===== src/rtl/blink_pkg.sv =====
`default_nettype none
// ============================================================================
// Module      : blink_pkg
// Description : Shared state encoding and default widths for blink_sequencer.
// Revision    : 1.0
// ============================================================================
package blink_pkg;

   localparam int unsigned C_DEF_TIME_W = 3;
   localparam int unsigned C_DEF_REP_W  = 4;

   typedef enum logic [1:0] {
      S_IDLE = 2'd0,
      S_ON   = 2'd1,
      S_OFF  = 2'd2,
      S_DONE = 2'd3
   } state_e;

endpackage
`default_nettype wire


===== src/rtl/blink_sequencer_if.sv =====
`default_nettype none
// ============================================================================
// Module      : blink_sequencer_if
// Description : Control/status bundle between a requester and blink_sequencer.
// Revision    : 1.0
// ============================================================================
interface blink_sequencer_if
   import blink_pkg::*;
#(
   parameter int unsigned TIME_W = C_DEF_TIME_W,
   parameter int unsigned REP_W  = C_DEF_REP_W
);
   logic              i_start;
   logic [TIME_W-1:0] i_on_time;
   logic [TIME_W-1:0] i_off_time;
   logic [REP_W-1:0]  i_reps;
   logic              i_abort;
   logic              o_led;
   logic              o_busy;
   logic              o_done;
   logic [REP_W-1:0]  o_rep_cnt;

   modport master (
      output i_start, i_on_time, i_off_time, i_reps, i_abort,
      input  o_led, o_busy, o_done, o_rep_cnt
   );

   modport slave (
      input  i_start, i_on_time, i_off_time, i_reps, i_abort,
      output o_led, o_busy, o_done, o_rep_cnt
   );
endinterface
`default_nettype wire


===== src/rtl/blink_timer.sv =====
`default_nettype none
// ============================================================================
// Module      : blink_timer
// Description : Loadable phase down-counter; expire marks the last phase cycle.
// Revision    : 1.0
// ============================================================================
module blink_timer
   import blink_pkg::*;
#(
   parameter int unsigned TIME_W = C_DEF_TIME_W
) (
   input  wire logic              i_clk,
   input  wire logic              i_rst,
   input  wire logic              i_load,
   input  wire logic [TIME_W-1:0] i_value,
   output logic                   o_expire
);
   logic [TIME_W-1:0] cnt_q, cnt_d;

   // Stops at zero instead of wrapping, so a zero-length load still yields one cycle.
   always_comb begin
      cnt_d = cnt_q;
      if (i_load) begin
         cnt_d = i_value;
      end else if (cnt_q != '0) begin
         cnt_d = cnt_q - TIME_W'(1);
      end
   end

   always_ff @(posedge i_clk or posedge i_rst) begin
      if (i_rst) begin
         cnt_q <= '0;
      end else begin
         cnt_q <= cnt_d;
      end
   end

   assign o_expire = (cnt_q <= TIME_W'(1));
endmodule
`default_nettype wire


===== src/rtl/blink_sequencer.sv =====
`default_nettype none
// ============================================================================
// Module      : blink_sequencer
// Description : Runs a programmed number of LED on/off blinks, then pulses done.
// Revision    : 1.0
// ============================================================================
module blink_sequencer
   import blink_pkg::*;
#(
   parameter int unsigned TIME_W = C_DEF_TIME_W,
   parameter int unsigned REP_W  = C_DEF_REP_W
) (
   input  wire logic         i_clk,
   input  wire logic         i_rst,
   blink_sequencer_if.slave  bus
);
   state_e            state_q, state_d;
   logic [TIME_W-1:0] on_q, on_d;
   logic [TIME_W-1:0] off_q, off_d;
   logic [REP_W-1:0]  reps_q, reps_d;
   logic [REP_W-1:0]  cnt_q, cnt_d;
   logic [REP_W-1:0]  w_cnt_inc;
   logic              w_last;
   logic              w_load;
   logic [TIME_W-1:0] w_load_val;
   logic              w_expire;

   blink_timer #(
      .TIME_W (TIME_W)
   ) u_timer (
      .i_clk    (i_clk),
      .i_rst    (i_rst),
      .i_load   (w_load),
      .i_value  (w_load_val),
      .o_expire (w_expire)
   );

   always_ff @(posedge i_clk or posedge i_rst) begin
      if (i_rst) begin
         state_q <= S_IDLE;
         on_q    <= '0;
         off_q   <= '0;
         reps_q  <= '0;
         cnt_q   <= '0;
      end else begin
         state_q <= state_d;
         on_q    <= on_d;
         off_q   <= off_d;
         reps_q  <= reps_d;
         cnt_q   <= cnt_d;
      end
   end

   always_comb begin
      state_d    = state_q;
      on_d       = on_q;
      off_d      = off_q;
      reps_d     = reps_q;
      cnt_d      = cnt_q;
      w_load     = 1'b0;
      w_load_val = on_q;
      w_cnt_inc  = (cnt_q == {REP_W{1'b1}}) ? cnt_q : cnt_q + REP_W'(1);
      w_last     = (w_cnt_inc == reps_q);

      case (state_q)
         S_IDLE: begin
            if (bus.i_start) begin
               on_d   = bus.i_on_time;
               off_d  = bus.i_off_time;
               reps_d = bus.i_reps;
               cnt_d  = '0;
               if (bus.i_reps != '0) begin
                  state_d    = S_ON;
                  w_load     = 1'b1;
                  w_load_val = bus.i_on_time;
               end else begin
                  state_d = S_DONE;
               end
            end
         end
         S_ON: begin
            if (w_expire) begin
               if (off_q != '0) begin
                  state_d    = S_OFF;
                  w_load     = 1'b1;
                  w_load_val = off_q;
               end else begin
                  // Zero off-time: the blink completes at the end of its ON phase.
                  cnt_d = w_cnt_inc;
                  if (w_last) begin
                     state_d = S_DONE;
                  end else begin
                     w_load = 1'b1;
                  end
               end
            end
         end
         S_OFF: begin
            if (w_expire) begin
               cnt_d = w_cnt_inc;
               if (w_last) begin
                  state_d = S_DONE;
               end else begin
                  state_d = S_ON;
                  w_load  = 1'b1;
               end
            end
         end
         default: begin
            state_d = S_IDLE;
         end
      endcase

      // Abort overrides everything, including a start seen in the same cycle.
      if (bus.i_abort) begin
         state_d = S_IDLE;
         on_d    = on_q;
         off_d   = off_q;
         reps_d  = reps_q;
         cnt_d   = cnt_q;
         w_load  = 1'b0;
      end
   end

   always_comb begin
      bus.o_led     = (state_q == S_ON);
      bus.o_busy    = (state_q == S_ON) || (state_q == S_OFF);
      bus.o_done    = (state_q == S_DONE);
      bus.o_rep_cnt = cnt_q;
   end
endmodule
`default_nettype wire


===== src/flat_wrapper.sv =====
// flat-port wrapper written by rule: the top's interface ports become plain ports
module blink_sequencer_flat import blink_pkg::*;
#(
   parameter int unsigned TIME_W = C_DEF_TIME_W,
   parameter int unsigned REP_W  = C_DEF_REP_W
)
  (i_clk, i_rst, bus_i_start, bus_i_on_time, bus_i_off_time, bus_i_reps, bus_i_abort, bus_o_led, bus_o_busy, bus_o_done, bus_o_rep_cnt);
  blink_sequencer_if #(.TIME_W(TIME_W), .REP_W(REP_W)) bus_i ();
  input  wire logic i_clk;
  input  wire logic i_rst;
  input wire logic [$bits(bus_i.i_start)-1:0] bus_i_start;
  input wire logic [$bits(bus_i.i_on_time)-1:0] bus_i_on_time;
  input wire logic [$bits(bus_i.i_off_time)-1:0] bus_i_off_time;
  input wire logic [$bits(bus_i.i_reps)-1:0] bus_i_reps;
  input wire logic [$bits(bus_i.i_abort)-1:0] bus_i_abort;
  output wire logic [$bits(bus_i.o_led)-1:0] bus_o_led;
  output wire logic [$bits(bus_i.o_busy)-1:0] bus_o_busy;
  output wire logic [$bits(bus_i.o_done)-1:0] bus_o_done;
  output wire logic [$bits(bus_i.o_rep_cnt)-1:0] bus_o_rep_cnt;
  assign bus_i.i_start = bus_i_start;
  assign bus_i.i_on_time = bus_i_on_time;
  assign bus_i.i_off_time = bus_i_off_time;
  assign bus_i.i_reps = bus_i_reps;
  assign bus_i.i_abort = bus_i_abort;
  assign bus_o_led = bus_i.o_led;
  assign bus_o_busy = bus_i.o_busy;
  assign bus_o_done = bus_i.o_done;
  assign bus_o_rep_cnt = bus_i.o_rep_cnt;
  blink_sequencer #(.TIME_W(TIME_W), .REP_W(REP_W)) u_core (.i_clk(i_clk), .i_rst(i_rst), .bus(bus_i));
endmodule

===== config.mk =====
export PLATFORM = sky130hd
export DESIGN_NAME = blink_sequencer_flat
export DESIGN_NICKNAME = d
export VERILOG_FILES = /design/src/rtl/blink_pkg.sv /design/src/rtl/blink_sequencer_if.sv /design/src/rtl/blink_timer.sv /design/src/rtl/blink_sequencer.sv /design/src/flat_wrapper.sv
export SDC_FILE = /design/constraint.sdc
export NUM_CORES = 1
export LEC_CHECK = 0
export CORE_ASPECT_RATIO = 1.2
export CORE_MARGIN = 2
export CORE_UTILIZATION = 25
export DETAILED_ROUTE_END_ITERATION = 10
export GPL_TIMING_DRIVEN = 0
export PLACE_DENSITY = 0.57
export SLEW_MARGIN = 0
export SYNTH_ARGS = -nofsm -noshare
export SYNTH_HDL_FRONTEND = slang
export SYNTH_SLANG_ARGS = --single-unit

===== constraint.sdc =====
create_clock -name i_clk -period 2.1 [get_ports i_clk]
set_input_delay 0.63 -clock i_clk [delete_from_list [all_inputs] [get_ports i_clk]]
set_output_delay 0.63 -clock i_clk [all_outputs]
set_load 0.01 [all_outputs]

==> flow_summary.json <==
{
  "run_status": "finished, final reports clean",
  "wl_mm": 3.00,
  "initial_core_util_pct": 25.6,
  "worst_pin_slew_ns": 0.764,
  "yosys_warnings": 0,
  "swShare_pct": 42.5,
  "synthDistinctLibCells": 38,
  "antenna_found_initial": 0,
  "synth_area_leader_cell": "dfrtp_1",
  "critPathMaxStageDelay_ns": 0.55,
  "cp-start-kind": "flip-flop",
  "multiInputGateArea_sq_um": 888,
  "ys_seq_elements": 19,
  "grt_max_degree": 20,
  "synthAdderAreaFrac_pct": 7.49,
  "rsz0062_at_grt": "true",
  "synth_area_leaders": "dfrtp_1 (36%), mux2_2 (9.3%), ha_1 (7.5%)",
  "portBuffers": 20,
  "die_w_microns": 70.7,
  "fmax_ghz": 0.483,
  "path_max_fanout": 4,
  "cts_tree": "built",
  "stdcell_count": 238,
  "fin_area_sq_um": 1780,
  "yosysSeqAreaShare_pct": 35.6,
  "power.total_mw": 2.36,
  "synth_xor_area_share_pct": 3.93,
  "htreeDepth": 1,
  "dr.pass1.iters": 4,
  "ctsHoldBuffers": 0,
  "p_sw_mw": 1.01,
  "detail_route.vias_per_cell": 4.96,
  "p_seq_share_pct": 30.3,
  "dpl_cell_area_sq_um": 1620,
  "period_needed_ns": 2.07,
  "clockBufferDepth": 2,
  "dpl.cell_count": 229,
  "arrival_ns": 1.44,
  "antenna_cells": 0,
  "drcViolationCount": 0,
  "fin_skew_ns": 0.00508,
  "slowest_stage": "clkdlybuf4s50_1",
  "place_ws_ns": -0.570,
  "hold_slack_ns": 0.531,
  "insertion_delay_ns": 0.26,
  "clkTransAtPathRegs_ns": 0.07,
  "worstSetupPathType": "reg -> out",
  "drtIter0Drc": 18,
  "p_leak_nw": 0.746,
  "cellPowerDensity_nw_per_um2": 1330,
  "synth_top_family_by_area": "simple AND/OR/NAND/NOR gates",
  "grt_use_total_pct": 10.5,
  "nets": 199,
  "clkSinkCount": 19,
  "max_slew_margin_pct": 49.0,
  "fillers": 562,
  "synth_edf_count": 0,
  "synth-compound-area-share_pct": 17.3,
  "async_flop_share_pct": 100,
  "grt_pass1_vias": 1118,
  "cp.required_ns": 1.47,
  "overflow": 0,
  "seq_area_sq_um": 478,
  "finalHoldViolCount": 0,
  "end_kind": "output pin",
  "area_growth_pct": 33.0,
  "clock_tree.root_cell": "clkbuf_8",
  "setup_slack_ns": 0.0307,
  "drive_above_1_share_pct": 23.3,
  "gp_congestion": 0.768,
  "io_pins": 21,
  "cap_violations": 0,
  "fin_crit_sh_pct": 98.5,
  "num_vias": 1180,
  "synth_simple_gate_area_share_pct": 21.5,
  "ant_nets": 0,
  "core-area_sq_um": 5230,
  "p_int_mw": 1.36,
  "syn_area_sq_um": 1340,
  "syn-num-nets": 169,
  "syn_avg_cell_area_sq_um": 9.09,
  "wire_per_inst_microns": 12.6,
  "grt_pass1_wl_mm": 5.11,
  "slew_viol_final": 0,
  "crit_chain": "ha_2, clkdlybuf4s50_1",
  "synth_top_area_share_pct": 35.6,
  "vdd_drop_max_mv": 0.672,
  "p_clk_share_pct": 10.7,
  "place_hpwl_mm": 2.25,
  "ys.flop_type": "dfrtp_1",
  "cts_buffers": 3,
  "hold_path_class": "reg -> reg",
  "rows": 29,
  "syn_inst": 147,
  "fp.dieH_microns": 84.1,
  "setup_violations": 0,
  "combinationalPowerShare_pct": 59.0,
  "synth_mux_area_share_pct": 10.8,
  "fp.dieArea_sq_um": 5950
}
worst max-delay path, delay by kind of cell (launching register included):
family,cells,cell delay [ns]
buffers and inverters,1,0.55
adders and majority gates,1,0.24
DFF,1,0.40
stage by stage:
step / utilization, % / setup TNS, ns
global route: 34.0 / -0.0297
detailed placement: 30.9 / -5.19
CTS: 32.7 / 0
global placement: 30.9 / -5.17
finish: 34.0 / 0
floorplan: - / 0
power by group through the flow:
stage | Sequential (mW) | Clock [mW] | Combinational (mW)
5_1_grt | 0.750 | 0.286 | 1.56
4_1_cts | 0.718 | 0.270 | 1.29
2_1_floorplan | 0.680 | 0 | 0.935
3_5_place_dp | 0.714 | 0 | 1.24
6_report | 0.716 | 0.254 | 1.39
3_3_place_gp | 0.713 | 0 | 1.22
synth_stat cells, types with 2 or more instances:
cell and instances:
ha_1 8, nor2_1 15, and3_2 2, clkbuf_1 3
inv_1 9, mux2i_1 2, nand2_1 11, o21ai_0 4
o211ai_1 3, o22ai_1 3, xor2_1 2, dfrtp_1 19
nor3_1 4, or4_1 2, a31oi_1 3, nand3_1 6
nand2b_1 6, a21oi_1 12, xnor2_1 4, mux2_2 11
final timing paths:
| path | startpoint | slack [ns] | to | cells past startpoint |
|---|---|---|---|---|
| max in group asynchronous | i_rst | 0.76 | u_core.bus.o_rep_cnt[1]$_DFFE_PP0P_ | 2 |
| hold reg to reg | u_core.reps_q[0]$_DFFE_PP0P_ | 0.53 | u_core.reps_q[0]$_DFFE_PP0P_ | 1 |
| min in group asynchronous | i_rst | 0.81 | u_core.bus.o_rep_cnt[2]$_DFFE_PP0P_ | 2 |
| setup reg to reg | u_core.bus.o_rep_cnt[0]$_DFFE_PP0P_ | 0.07 | u_core.u_timer.cnt_q[1]$_DFFE_PP0P_ | 7 |
| setup / recovery | u_core.state_q[1]$_DFFE_PP0P_ | 0.03 | bus_o_done | 2 |
| hold / removal | u_core.reps_q[0]$_DFFE_PP0P_ | 0.53 | u_core.reps_q[0]$_DFFE_PP0P_ | 1 |
flip-flops by register name, summed over array words and instances, names as in the netlist:
signal / count
u_core.bus.o_rep_cnt: 4
u_core.off_q: 3
u_core.on_q: 3
u_core.state_q: 2
u_core.reps_q: 4
u_core.u_timer.cnt_q: 3
metal layers:
metal | up-vias | routed length [microns] | part of all wire [%] | GRT usage [%]
met1 | 571 | 1410 | 47 | 13.1
li1 | 588 | - | - | -
met5 | - | 0 | 0 | 0
met3 | 4 | 78 | 2.6 | 1.57
met2 | 17 | 1480 | 49 | 18.3
met4 | 0 | 38 | 1.3 | 3.60
repair_timing:
action / in CTS / in global routing
setup endpoints to repair: 17 / 8
resized for setup: 16 / 9
buffers inserted: 1 / 5
cloned: 0 / 0
pin swaps: 5 / 5
placed cells by master, fill, tap and decap left out, drive strengths merged, types with 8 or more instances in the layout:
master | synthesis | layout
a21oi | 12 | 12
clkdlybuf4s50 | 0 | 14
dfrtp | 19 | 19
ha | 8 | 8
inv | 9 | 9
mux2 | 11 | 11
nand2 | 11 | 11
nor2 | 15 | 15
cell families (layout without fill, tap and decap cells):
kind of cell / Yosys count / in the layout
buf+inv: 12 / 41
simple gates: 55 / 55
flops: 19 / 19
xor+xnor: 6 / 6
fa+ha+maj: 8 / 8
compound gates: 34 / 34
mux: 13 / 13
area by class of cell:
| type | count | share of cell area [%] |
|---|---|---|
| multi-input cells | 116 | 50.0 |
| flip-flops and latches | 19 | 26.9 |
| repair buffers | 26 | 13.6 |
| well taps | 62 | 4.37 |
| clock buffers | 4 | 2.54 |
| inverters | 9 | 1.90 |
| plain buffers | 2 | 0.704 |
(Power assumes the default switching activity.)
